`config.mk`:
```
export PLATFORM = sky130hd
export DESIGN_NAME = shift_serdes
export DESIGN_NICKNAME = d
export VERILOG_FILES = /design/src/rtl/shift_serdes.sv
export SDC_FILE = /design/constraint.sdc
export NUM_CORES = 1
export LEC_CHECK = 0
export ABC_AREA = 1
export CORE_MARGIN = 2
export CORE_UTILIZATION = 45
export CTS_CLUSTER_SIZE = 14
export DETAILED_ROUTE_END_ITERATION = 10
export PLACE_DENSITY = 0.77
export SLEW_MARGIN = 5
export SYNTH_ARGS = -nofsm -noshare
export SYNTH_HDL_FRONTEND = slang
export SYNTH_SLANG_ARGS = --single-unit
```
`constraint.sdc`:
```
create_clock -name clk -period 1.25 [get_ports clk]
set_input_delay 0.25 -clock clk [delete_from_list [all_inputs] [get_ports clk]]
set_output_delay 0.25 -clock clk [all_outputs]
set_load 0.1 [all_outputs]
```
`src/rtl/shift_serdes.sv`:
```
// shift_serdes: W-bit parallel-load shift register that serialises W-bit bursts.
// Define SHIFT_SERDES_ROTATE_EN to enable rotate mode (rot latched with start).
module shift_serdes #(
   parameter int W = 8
) (
   input  logic         clk,
   input  logic         rst,
   input  logic         load,
   input  logic [W-1:0] pin,
   input  logic         start,
   input  logic         dir,
   input  logic         sin,
   input  logic         rot,
   output logic         sout,
   output logic [W-1:0] pout,
   output logic         busy,
   output logic         done
);
   localparam int CW = $clog2(W + 1);
   localparam logic [CW-1:0] CNT_FULL = CW'(W);
   localparam logic [CW-1:0] CNT_ONE  = CW'(1);

   typedef enum logic {IDLE, SHIFT} state_t;

   state_t        state_q, state_d;
   logic [CW-1:0] cnt_q, cnt_d;
   logic [W-1:0]  reg_q, reg_d;
   logic          sout_q, sout_d;
   logic          done_q, done_d;
   logic          dir_q, dir_d;
   logic          out_bit, in_bit;

   assign out_bit = dir_q ? reg_q[W-1] : reg_q[0];

`ifdef SHIFT_SERDES_ROTATE_EN
   logic rot_q, rot_d;
   assign in_bit = rot_q ? out_bit : sin;
`else
   logic unused_rot;
   assign unused_rot = rot;
   assign in_bit     = sin;
`endif

   always_comb begin
      state_d = state_q;
      cnt_d   = cnt_q;
      reg_d   = reg_q;
      sout_d  = sout_q;
      done_d  = 1'b0;
      dir_d   = dir_q;
`ifdef SHIFT_SERDES_ROTATE_EN
      rot_d   = rot_q;
`endif
      case (state_q)
         IDLE: begin
            // load has priority; a simultaneous start is dropped
            if (load) begin
               reg_d = pin;
            end else if (start) begin
               dir_d   = dir;
`ifdef SHIFT_SERDES_ROTATE_EN
               rot_d   = rot;
`endif
               cnt_d   = CNT_FULL;
               state_d = SHIFT;
            end
         end
         SHIFT: begin
            reg_d  = dir_q ? {reg_q[W-2:0], in_bit} : {in_bit, reg_q[W-1:1]};
            sout_d = out_bit;
            cnt_d  = cnt_q - CNT_ONE;
            if (cnt_q == CNT_ONE) begin
               state_d = IDLE;
               done_d  = 1'b1;
            end
         end
         default: state_d = IDLE;
      endcase
   end

   always_ff @(posedge clk or posedge rst) begin
      if (rst) begin
         state_q <= IDLE;
         cnt_q   <= '0;
         reg_q   <= '0;
         sout_q  <= 1'b0;
         done_q  <= 1'b0;
         dir_q   <= 1'b0;
`ifdef SHIFT_SERDES_ROTATE_EN
         rot_q   <= 1'b0;
`endif
      end else begin
         state_q <= state_d;
         cnt_q   <= cnt_d;
         reg_q   <= reg_d;
         sout_q  <= sout_d;
         done_q  <= done_d;
         dir_q   <= dir_d;
`ifdef SHIFT_SERDES_ROTATE_EN
         rot_q   <= rot_d;
`endif
      end
   end

   assign sout = sout_q;
   assign pout = reg_q;
   assign busy = (state_q == SHIFT);
   assign done = done_q;

endmodule

```
==> metrics.txt, run 1 <==
warnings from Yosys 0; Critical Path RT approximately 1.5 ns; net count reported at finish ~150; first-pass GRT wire length 3110 um; total grt overflow 0; Synth area leader dfrtp_1; sequential area share after synthesis 47.4%; Die H 47.3 um; Syn Area/Cell 7.75 um^2; Synth Flop Type dfrtp_1; vias 795; DR pass1 iterations 4; clk root buf clkbuf_4; post-synthesis cell count 109; vias in the first global route 702; Post-Syn Nets 126; post-DR wirelength/cell 12.1 um; status complete, no violations; Max Slew Vio Count 0; crit-path max FO 15; IO Pins 26; TNS Setup 0 ns; synthesized area 845 um^2; Routed Antenna Nets 0; Worst-Skew Late Latency 0.29 ns; Max Freq ~860 MHz; initial core utilization 48.4%; CTS tree yes; maximum clock path buffer count 2; RSZ-0062 raised after global routing false; 1st-iter DRT viols 11; estimated wirelength of the detail-placed design 1450 um; DR vias/cell a little under 5; Synth cell types 16; Yosys reg bits 16; Placed Area 1220 um^2; GRT Resource Usage Total between 20% and 30%; core area about 1700 um^2; Port Buf Inserts 24; setup violators final 0; Final Critical Period 1.16 ns; initial antenna violation count 0; layout cell share with drive strength beyond 1 between 20 and 25%; post-route cell area 1260 um^2; Setup Skew 0.00218 ns; Final WS setup 0.0903 ns; # rows 15; Hold Vio Cnt, Final 0; WS Path Type reg2reg; EDFF count, synth 0; WL final 1940 um; RD Place Congestion 0.824; Worst-path clk slew 0.09 ns; CTS HTree Levels 1; kind of end point of the critical path flop; Worst Tran Pin Value 0.323 ns; HP Class in2async; top post-synthesis cells by area dfrtp_1, nand2_1, nand3_1, inv_1, o211ai_1; DRC viols 0; ant diodes 0; Crit path arrival time 1.37 ns; synthesis-to-finish area growth 49.2%; clk sink count 16; Die W 47.3 um; max_slew headroom 78.5%; DIE AREA around 2200 um^2; max-cap violations 0; largest net degree at the start of global routing 17; Final Cycle Share 92.8%; worst hold slack about 0.25 ns; Synth async-reset ratio 100%; top cell type's share of synthesized area 47.4%; dpl ws -0.0727 ns; CTS buffer count 3; Startpoint Class flop
## logic make-up after synthesis
family	after synthesis	share of synthesized area (%)
simple gates	53	26.7
compound gates	16	11.6
fa+ha+maj	2	2.96
buf+inv	22	11.4
flops	16	47.4
## final timing paths
check	start	end	slack, ns	cells past startpoint
setup / recovery	busy$_DFF_PP0_	pout[7]$_DFFE_PP0P_	0.09	4
hold / removal	rst	done$_DFF_PP0_	0.25	3
setup reg to reg	busy$_DFF_PP0_	pout[7]$_DFFE_PP0P_	0.09	4
hold reg to reg	cnt_q[2]$_DFFE_PP0P_	cnt_q[2]$_DFFE_PP0P_	0.49	1
max in group asynchronous	rst	pout[4]$_DFFE_PP0P_	0.79	3
min in group clk	cnt_q[2]$_DFFE_PP0P_	cnt_q[2]$_DFFE_PP0P_	0.49	1
## per-layer routing
layer | global-route usage (%) | routed length (um) | up-vias
met3 | 4.62 | 77 | 4
met2 | 33.8 | 992 | 22
met4 | 12.8 | 35 | 0
met1 | 24.7 | 838 | 369
li1 | - | - | 400
met5 | 0 | 0 | -
## flip-flops by register name, summed over array words and instances (netlist names)
name and cells:
sout 1, done 1, dir_q 1, busy 1, pout 8, cnt_q 4
## cell usage after synthesis (2+ instances only)
cell type	instances
buf_2	2
nor2_1	10
inv_1	15
nand3_1	17
ha_1	2
inv_2	3
o21ai_1	4
dfrtp_1	16
o211ai_1	7
o21ai_0	2
a21oi_1	3
nand2_1	24
## metrics by stage
step                      utilization, %  std cells
after detailed placement            70.1        156
after global placement              70.1        156
after global routing                72.2        161
final                               72.2        161
after CTS                           72.0        161
after floorplan                        -        109
## final cells by class
| class | count | area, um^2 |
|---|---|---|
| clock buffer | 4 | 26.3 |
| fill | 154 | 485 |
| inverter | 18 | 70.1 |
| multi-input combinational | 71 | 348 |
| sequential | 16 | 412 |
| tap | 25 | 31.3 |
| timing repair buffer | 27 | 373 |
## worst max-delay path, cell delays in order, from the launching register on
cell,delay (ns)
dfrtp_2,0.44
buf_4,0.20
nor2_2,0.16
inv_2,0.10
o211ai_1,0.17
## cells in the final DEF (no fill, tap or decap)
cell             instances
dfrtp_1                  7
ha_1                     2
nand2_2                  1
clkbuf_4                 3
nor2_2                   1
inv_1                   15
nor2_1                  10
o21ai_1                  4
buf_12                  11
dfrtp_2                  9
inv_2                    2
nand2_1                 24
o211ai_1                 7
clkbuf_1                 1
a21oi_1                  3
nand3_1                 17
clkdlybuf4s50_1         13
o21ai_0                  2
buf_4                    3
inv_4                    1
## what timing repair did
action / in CTS / in global routing
hold buffers: 0 / 0
setup endpoints to repair: 1 / 1
gates resized for setup: 0 / 1
hold endpoints to repair: 0 / 0
setup buffers: 1 / 0
Power of run 1 is left out: the tool's default activity adds up to more than one toggle a clock period on the data nets, which glitch-free logic cannot reach.
==> inputs of run 2 (changes only) <==
--- a/config.mk
+++ b/config.mk
@@ -11,6 +11,7 @@
 export CTS_CLUSTER_SIZE = 14
 export DETAILED_ROUTE_END_ITERATION = 10
 export PLACE_DENSITY = 0.77
+export RECOVER_POWER = 50
 export SLEW_MARGIN = 5
 export SYNTH_ARGS = -nofsm -noshare
 export SYNTH_HDL_FRONTEND = slang
==> run 2 against run 1 <==
Compared with the run above: routed wire length fell by 1.6%; critical path type is now reg2out; highest routed layer unchanged; flip-flop and latch count did not move; fmax grew 0.11%; via count rose by 1.3%; global-route usage did not move; clock skew about the same; register-to-register slack is essentially flat; worst hold slack better by 0.20 ns; utilization down 0.14 points; count of clock-buffer cells in the layout unchanged.
==> metrics.txt, run 2 (synthesized netlist as in run 1, its figures left out) <==
Die H 47.3 um (unchanged); DR pass1 iterations 6 (was 4); worst hold slack 0.455 ns (was 0.254 ns); post-route cell area 1260 um^2 (about the same); most frequent cells in the layout nand2_1, nand3_1, inv_1 (unchanged); initial antenna violation count 0 (unchanged); max-cap violations 0 (unchanged); DRC viols 0 (unchanged); Hold Buf Count CTS 0 (unchanged); 1st-iter DRT viols 14 (was 11); clk sink count 16 (unchanged); Max Freq 863 MHz (was 862 MHz); DR vias/cell 5.00 (was 4.94); Crit path arrival time 0.91 ns (was 1.37 ns); maximum clock path buffer count 2 (unchanged); kind of end point of the critical path primary output (was flop); Die W 47.3 um (unchanged); initial core utilization 48.4% (unchanged); Final Critical Period 1.16 ns (about the same); number of flip-flops in the largest register 8 (unchanged); first-pass GRT wire length 3110 um (unchanged); CP top delay family flip-flops (unchanged); post-DR wirelength/cell 11.9 um (was 12.1 um); Placed Area 1220 um^2 (unchanged); RSZ-0062 raised after global routing false (unchanged); Critical Path RT 1.00 ns (was 1.46 ns); ant diodes 0 (unchanged); layout cell share with drive strength beyond 1 22.8% (unchanged); Startpoint Class flop (unchanged); Worst-Skew Late Latency 0.29 ns (about the same); Setup Skew 0.00263 ns (was 0.00218 ns); crit-path max FO 3 (was 15); Final Cycle Share 92.7% (was 92.8%); Routed Antenna Nets 0 (unchanged); DIE AREA 2240 um^2 (unchanged); crit-path cells buf_12 (was buf_4 > nor2_2 > inv_2 > o211ai_1); # rows 15 (unchanged); Worst Tran Pin Value 0.404 ns (was 0.323 ns); CTS tree yes (unchanged); net count reported at finish 154 (unchanged); synthesis-to-finish area growth 48.9% (was 49.2%); largest net degree at the start of global routing 17 (unchanged); slowest cell delay on critical path 0.44 ns (about the same); Util after Layout 72.0% (was 72.2%); slowest stage cell on the critical path dfrtp_2 (unchanged); WL final 1910 um (was 1940 um); Filler cells 155 (was 154); core area 1750 um^2 (unchanged); status complete, no violations (unchanged); vias 805 (was 795); Port Buf Inserts 24 (unchanged); Hold Vio Cnt, Final 0 (unchanged); vias in the first global route 702 (unchanged); RD Place Congestion 0.824 (unchanged); HP Class in2async (unchanged); Worst-path clk slew 0.09 ns (about the same); clk root buf clkbuf_4 (unchanged); CP bufs+invs 1 (was 2); CTS buffer count 3 (unchanged); worst reg-to-reg setup slack 0.10 ns (was 0.09 ns); IO Pins 26 (unchanged); max_slew headroom 73.1% (was 78.5%); estimated wirelength of the detail-placed design 1450 um (unchanged); GRT Resource Usage Total 20.8% (unchanged); setup violators final 0 (unchanged); TNS Setup 0 ns (unchanged); most common cell after layout, fill and taps aside nand2_1 (unchanged); WS Path Type reg2out (was reg2reg); Max Slew Vio Count 0 (unchanged); CTS HTree Levels 1 (unchanged); total grt overflow 0 (unchanged)
## run 2: cell count changes in the layout (fill, tap and decap cells not counted)
| cell | before | now |
|---|---|---|
| clkdlybuf4s50_1 | 13 | 12 |
| buf_4 | 3 | 2 |
| o21ai_1 | 4 | 2 |
| clkbuf_2 | 0 | 1 |
| o21ai_0 | 2 | 4 |
| dlygate4sd3_1 | 0 | 1 |
## run 2: path summary, 6_finish.rpt
| check | from | end | cells past startpoint |
|---|---|---|---|
| setup / recovery | pout[0]$_DFFE_PP0P_ | pout[0] | 1 |
| hold / removal | rst | done$_DFF_PP0_ | 3 |
| setup reg to reg | busy$_DFF_PP0_ | pout[0]$_DFFE_PP0P_ | 4 |
| hold reg to reg | cnt_q[2]$_DFFE_PP0P_ | cnt_q[2]$_DFFE_PP0P_ | 1 |
| max in group asynchronous | rst | pout[4]$_DFFE_PP0P_ | 3 |
| min in group clk | cnt_q[2]$_DFFE_PP0P_ | cnt_q[2]$_DFFE_PP0P_ | 1 |
## run 2: metrics by stage
stage	instances	worst slack, ns
global route	161	0.0104
global placement	156	-0.0153
floorplan	109	0.0235
detailed placement	156	-0.0727
finish	161	0.0916
CTS	161	0.0792
## run 2: repair_timing
| action | CTS | global route |
|---|---|---|
| setup buffers | 1 | 0 |
| gates cloned | 0 | 0 |
| setup endpoints to repair | 1 | 1 |
| gates resized for setup | 0 | 1 |
## run 2: worst min-delay path: stages
cell	delay [ns]
dlygate4sd3_1	0.53
inv_1	0.05
clkbuf_2	0.35
## run 2: area by class of cell
cell class                 instances  area, um^2  area share, %
tap                               25        31.3           2.49
sequential                        16         412           32.7
timing repair buffer              27         370           29.5
clock buffer                       4        26.3           2.09
multi-input combinational         71         348           27.7
inverter                          18        70.1           5.57
## run 2: metal layers
| metal | wire length [um] | global-route usage (%) | part of all wire [%] | up-vias |
|---|---|---|---|---|
| met5 | 0 | 0 | 0 | - |
| met4 | 51 | 12.8 | 2.7 | 0 |
| met3 | 92 | 4.62 | 4.8 | 5 |
| met2 | 959 | 33.8 | 50 | 26 |
| met1 | 808 | 24.7 | 42 | 371 |
| li1 | - | - | - | 403 |
Power of run 2 is left out for the same reason.
==> inputs of run 3 (changes only) <==
--- a/config.mk
+++ b/config.mk
@@ -10,6 +10,7 @@
 export CORE_UTILIZATION = 45
 export CTS_CLUSTER_SIZE = 14
 export DETAILED_ROUTE_END_ITERATION = 10
+export HOLD_SLACK_MARGIN = 0.15
 export PLACE_DENSITY = 0.77
 export RECOVER_POWER = 50
 export SLEW_MARGIN = 5
==> results of run 3 <==
Final layout, timing and power as in run 2 (identical DEF).
Power of run 3 is left out for the same reason.
